$ cat src/rtl/ex_wb_pkg.sv
// Shared types for the execute-to-writeback stage: FSM state encoding and the buffered entry.
// Entries carry the widest supported fields; the stage zero-extends into them and slices back out.
package ex_wb_pkg;

    localparam int MAX_N    = 32;
    localparam int MAX_RA_W = 8;

    typedef enum logic [1:0] {
        EMPTY = 2'd0,
        ONE   = 2'd1,
        FULL  = 2'd2
    } state_t;

    typedef struct packed {
        logic [MAX_N-1:0]    result;
        logic [1:0]          flags;
        logic [MAX_RA_W-1:0] rd;
        logic                we;
        logic                setf;
    } entry_t;

    function automatic logic [1:0] occupancy_of(input state_t s);
        logic [1:0] occ;
        occ = 2'd0;
        case (s)
            ONE:     occ = 2'd1;
            FULL:    occ = 2'd2;
            default: occ = 2'd0;
        endcase
        return occ;
    endfunction

endpackage

$ cat src/rtl/ex_wb_flag_reg.sv
// Committed ALU flag register; loads only when a compare-class entry commits.
module ex_wb_flag_reg (
    input  logic       clk,
    input  logic       rst,
    input  logic       load,
    input  logic [1:0] d,
    output logic [1:0] q
);

    always_ff @(posedge clk) begin
        if (rst) begin
            q <= 2'b00;
        end else if (load) begin
            q <= d;
        end
    end

endmodule

$ cat src/rtl/ex_wb_stage.sv
// Two-entry (head + skid) buffer between the ALU and the register file, with a committed flag register.
// Handshake: a transfer happens on an edge where valid && ready; in_ready is registered so out_ready never reaches it combinationally.
module ex_wb_stage
    import ex_wb_pkg::*;
#(
    parameter int N    = 4,
    parameter int RA_W = 4
) (
    input  logic            clk,
    input  logic            rst,
    input  logic            in_valid,
    output logic            in_ready,
    input  logic [N-1:0]    alu_result,
    input  logic [1:0]      alu_flags,
    input  logic [RA_W-1:0] in_rd,
    input  logic            in_we,
    input  logic            in_setf,
    input  logic            flush,
    output logic            out_valid,
    input  logic            out_ready,
    output logic [N-1:0]    wb_result,
    output logic [RA_W-1:0] wb_rd,
    output logic            wb_we,
    output logic [1:0]      flags_q,
    output logic [1:0]      occupancy,
    output state_t          fsm_state
);

    state_t state_q, state_n;
    entry_t head_q, head_n;
    entry_t skid_q, skid_n;
    entry_t in_entry;
    logic   in_ready_q;
    logic   accept;
    logic   commit;
    logic   unused_hi;

    always_comb begin
        in_entry        = '0;
        in_entry.result = MAX_N'(alu_result);
        in_entry.flags  = alu_flags;
        in_entry.rd     = MAX_RA_W'(in_rd);
        in_entry.we     = in_we;
        in_entry.setf   = in_setf;
    end

    assign out_valid = (state_q != EMPTY);
    assign accept    = in_valid && in_ready_q;
    assign commit    = out_valid && out_ready;

    always_comb begin
        state_n = state_q;
        head_n  = head_q;
        skid_n  = skid_q;
        case (state_q)
            EMPTY: begin
                if (accept) begin
                    head_n  = in_entry;
                    state_n = ONE;
                end
            end
            ONE: begin
                if (accept && commit) begin
                    head_n  = in_entry;
                end else if (accept) begin
                    skid_n  = in_entry;
                    state_n = FULL;
                end else if (commit) begin
                    state_n = EMPTY;
                end
            end
            FULL: begin
                if (commit) begin
                    head_n  = skid_q;
                    state_n = ONE;
                end
            end
            default: state_n = EMPTY;
        endcase
        // Flush empties the buffer but leaves the commit's flag update to the flag register.
        if (flush) begin
            state_n = EMPTY;
            head_n  = head_q;
            skid_n  = skid_q;
        end
    end

    always_ff @(posedge clk) begin
        if (rst) begin
            state_q    <= EMPTY;
            head_q     <= '0;
            skid_q     <= '0;
            in_ready_q <= 1'b1;
        end else begin
            state_q    <= state_n;
            head_q     <= head_n;
            skid_q     <= skid_n;
            in_ready_q <= (state_n != FULL);
        end
    end

    ex_wb_flag_reg u_flag_reg (
        .clk  (clk),
        .rst  (rst),
        .load (commit && head_q.setf),
        .d    (head_q.flags),
        .q    (flags_q)
    );

    assign in_ready  = in_ready_q;
    assign wb_result = head_q.result[N-1:0];
    assign wb_rd     = head_q.rd[RA_W-1:0];
    assign wb_we     = head_q.we && out_valid;
    assign occupancy = occupancy_of(state_q);
    assign fsm_state = state_q;

    // Upper bits of the widened fields are always zero for this configuration.
    assign unused_hi = ^{head_q.result, head_q.rd, skid_q.result, skid_q.rd};

endmodule

$ cat config.mk
export PLATFORM = sky130hd
export DESIGN_NAME = ex_wb_stage
export DESIGN_NICKNAME = d
export VERILOG_FILES = /design/src/rtl/ex_wb_pkg.sv /design/src/rtl/ex_wb_flag_reg.sv /design/src/rtl/ex_wb_stage.sv
export SDC_FILE = /design/constraint.sdc
export NUM_CORES = 1
export LEC_CHECK = 0
export BUFFER_PORTS_ARGS = -buffer_cell sky130_fd_sc_hd__buf_2
export CAP_MARGIN = 20
export CORE_MARGIN = 2
export CORE_UTILIZATION = 50
export CTS_CLUSTER_DIAMETER = 150
export DETAILED_ROUTE_END_ITERATION = 7
export PLACE_DENSITY = 0.76
export SYNTH_ARGS = -nofsm -noshare
export SYNTH_HDL_FRONTEND = slang
export SYNTH_HIERARCHICAL = 1
export SYNTH_SLANG_ARGS = --single-unit
$ cat constraint.sdc
create_clock -name clk -period 1.75 [get_ports clk]
set_input_delay 0.175 -clock clk [delete_from_list [all_inputs] [get_ports clk]]
set_output_delay 0.175 -clock clk [all_outputs]
set_load 0.01 [all_outputs]
==> impl_metrics.toml <==
[setup_path]
criticalPathCategory = "register to primary output"
worst_setup_path_end_kind = "primary output"
startpoint_type = "register"
crit_arrival_ns = 1.31
cp_slowest_stage_delay_ns = 0.41
crit_slowest_cell = "dfxtp_1"
crit_family = "flip-flops"
crit_buf_inv = 2
crit_chain = "nand2b_2 -> inv_2 -> buf_2"
crit_fanout = 13
cp.required_ns = 1.57

[finish]
drive_gt1_frac = 0.379
instances_no_fill = 183
fin_area_sq_mm = 0.00148
diodes = 0
layout.nets = 170
area_growth_pct = 11.4

[clock_network]
cts_hold_buffers = 0
cts_max_level = 2
cts_setup_buffers = 0
post_cts_resized = 0
clockRootBuffer = "clkbuf_4"
cts_sinks = 29
cts_buffers = 5
clkTransAtPathRegs_ns = 0.08
worstSkewPairLatency_ns = 0.31
cts_tree = "built"
clock_path_buffers = 2

[timing]
tightestPinTransition_ns = 0.490
min_period_ns = 1.49
skew_ns = 0.00481
setup_violations = 0
timing.hold.ws_ns = 0.0877
hold_viol = 0
relSlewSlack = 0.673
grt_setup_unrepaired = "false"
tns_ns = 0
maxSlewViolCount = 0
finalCritPeriodShare = 0.850
timing.fmax_mhz = 672

[floorplan]
ios = 34
die-height_um = 55.6
rows = 18
initial_core_util = 0.532
core_area_sq_mm = 0.00250
dieArea_sq_mm = 0.00309
die_w_um = 55.6

[detailed_routing]
wl_per_cell_um = 12.9
antenna_left = 0
drt-initial-drc-count = 9
drcViolationCount = 0
viasPerCell = 5.15
wirelength_um = 2360
vias = 942
first_pass_iters = 4

[run_status]
status = "finished clean"

[global_route]
grt_pass1_wl_um = 3970
grt-ovfl-total = 0
track_usage = 0.167
grt_max_degree = 29
grt_pass1_vias = 902
antenna_found_initial = 0

[synth]
synth.avg_cell_area_sq_um = 10.5
syn-num-nets = 143
synthCells = 126
synthArstFlopShare = 0
ys_types = 24
synth_edf_count = 0
syn_area_sq_mm = 0.00133
ys_seq_elements = 29
synthFlopType = "dfxtp_1"
yosysWarnings = 6
seq_area_frac_synth = 0.437

[placed_design]
place_area_sq_mm = 0.00143
gp_congestion = 0.711
placedCellCount = 176
portBuffers = 33

[min_path]
min_path_type = "input pin to register"

[power_and_ir_drop]
powerDensity_mw_per_mm2 = 818
vdd_drop_max_uv = 468
finalPower_mw = 1.21
p_leak_nw = 0.794

[run]
max-cap-violations = 0
==> through the flow <==
step	utilization	setup WS, ns
after floorplan	-	0.379
after global placement	0.570	0.314
final	0.592	0.263
after CTS	0.592	0.236
after global routing	0.592	0.135
after detailed placement	0.570	0.273
==> layout by cell type (no fill, tap or decap) <==
master | netlist | layout
nor2_1 | 28 | 28
nor4_1 | 1 | 1
or2_2 | 1 | 1
nand3_2 | 1 | 1
mux2_2 | 12 | 12
a21oi_1 | 1 | 1
dfxtp_1 | 29 | 29
and4bb_1 | 1 | 1
buf_4 | 8 | 1
xor2_1 | 1 | 1
inv_2 | 1 | 1
a31oi_4 | 1 | 1
and2_1 | 2 | 2
and3_1 | 1 | 1
and2b_2 | 1 | 1
a2bb2oi_1 | 1 | 1
clkbuf_1 | 3 | 1
nand2b_2 | 1 | 1
inv_1 | 1 | 1
clkbuf_8 | 0 | 1
nand2b_1 | 1 | 1
nor3_1 | 1 | 1
buf_2 | 0 | 33
clkbuf_4 | 0 | 5
mux2i_1 | 26 | 26
==> worst paths after layout <==
| path | start | end | slack [ns] | cells after the start |
|---|---|---|---|---|
| worst min register to register | wb_result[3] | wb_result[3] | 0.49 | 2 |
| worst max-delay path | fsm_state[0] | occupancy[1] | 0.26 | 3 |
| worst min-delay path | flush | fsm_state[0] | 0.09 | 2 |
| worst max register to register | fsm_state[0] | head_q[0] | 0.27 | 5 |
==> where the power goes <==
group          switching [mW]  internal [mW]  leakage, nW
combinational          0.0641         0.0639        0.527
clock                   0.207          0.189       0.0314
sequential            0.00940          0.677        0.235
total                   0.281          0.930        0.794
==> worst register-to-register path, cell delays in order, from the launching register on <==
cell and delay, ns:
dfxtp_1 0.41, and4bb_1 0.27, a31oi_4 0.14, buf_4 0.26
mux2i_1 0.22, nor2_1 0.06
==> cell usage after synthesis, drive strengths merged (2+ instances only) <==
master	count	area, sq um
dfxtp	29	581
nor2	28	105
mux2i	26	260
mux2	12	135
buf	11	103
clkbuf	3	11.3
and2	2	12.5
inv	2	7.50
nand2b	2	15.0
==> metal layers <==
layer | global-route usage | part of all wire | wire length [um]
met4 | 0.0732 | 0.014 | 34
met3 | 0.0492 | 0.039 | 91
met1 | 0.176 | 0.41 | 964
met5 | 0 | 0 | 0
met2 | 0.304 | 0.54 | 1270
==> final cells by class <==
type / count / area [sq um]
repair buffers: 34 / 173
well taps: 30 / 37.5
inverters: 2 / 7.51
fillers: 219 / 1020
flip-flops and latches: 29 / 581
multi-input cells: 81 / 627
clock buffers: 7 / 55.1
==> registers in the layout (all words and copies together), names as in the netlist <==
| name | cells |
|---|---|
| wb_result | 4 |
| head_q | 4 |
| fsm_state | 2 |
| skid_q | 12 |
| u_flag_reg/q | 2 |
| in_ready | 1 |
| wb_rd | 4 |
==> logic make-up after synthesis <==
family,Yosys count,synth area share
xor gates and xnor gates,1,0.00659
and+or+nand+nor,39,0.141
DFF,29,0.437
AOI/OAI and AO/OA,3,0.0264
muxes,38,0.298
buffers and inverters,16,0.0913
(Power assumes the default switching activity.)
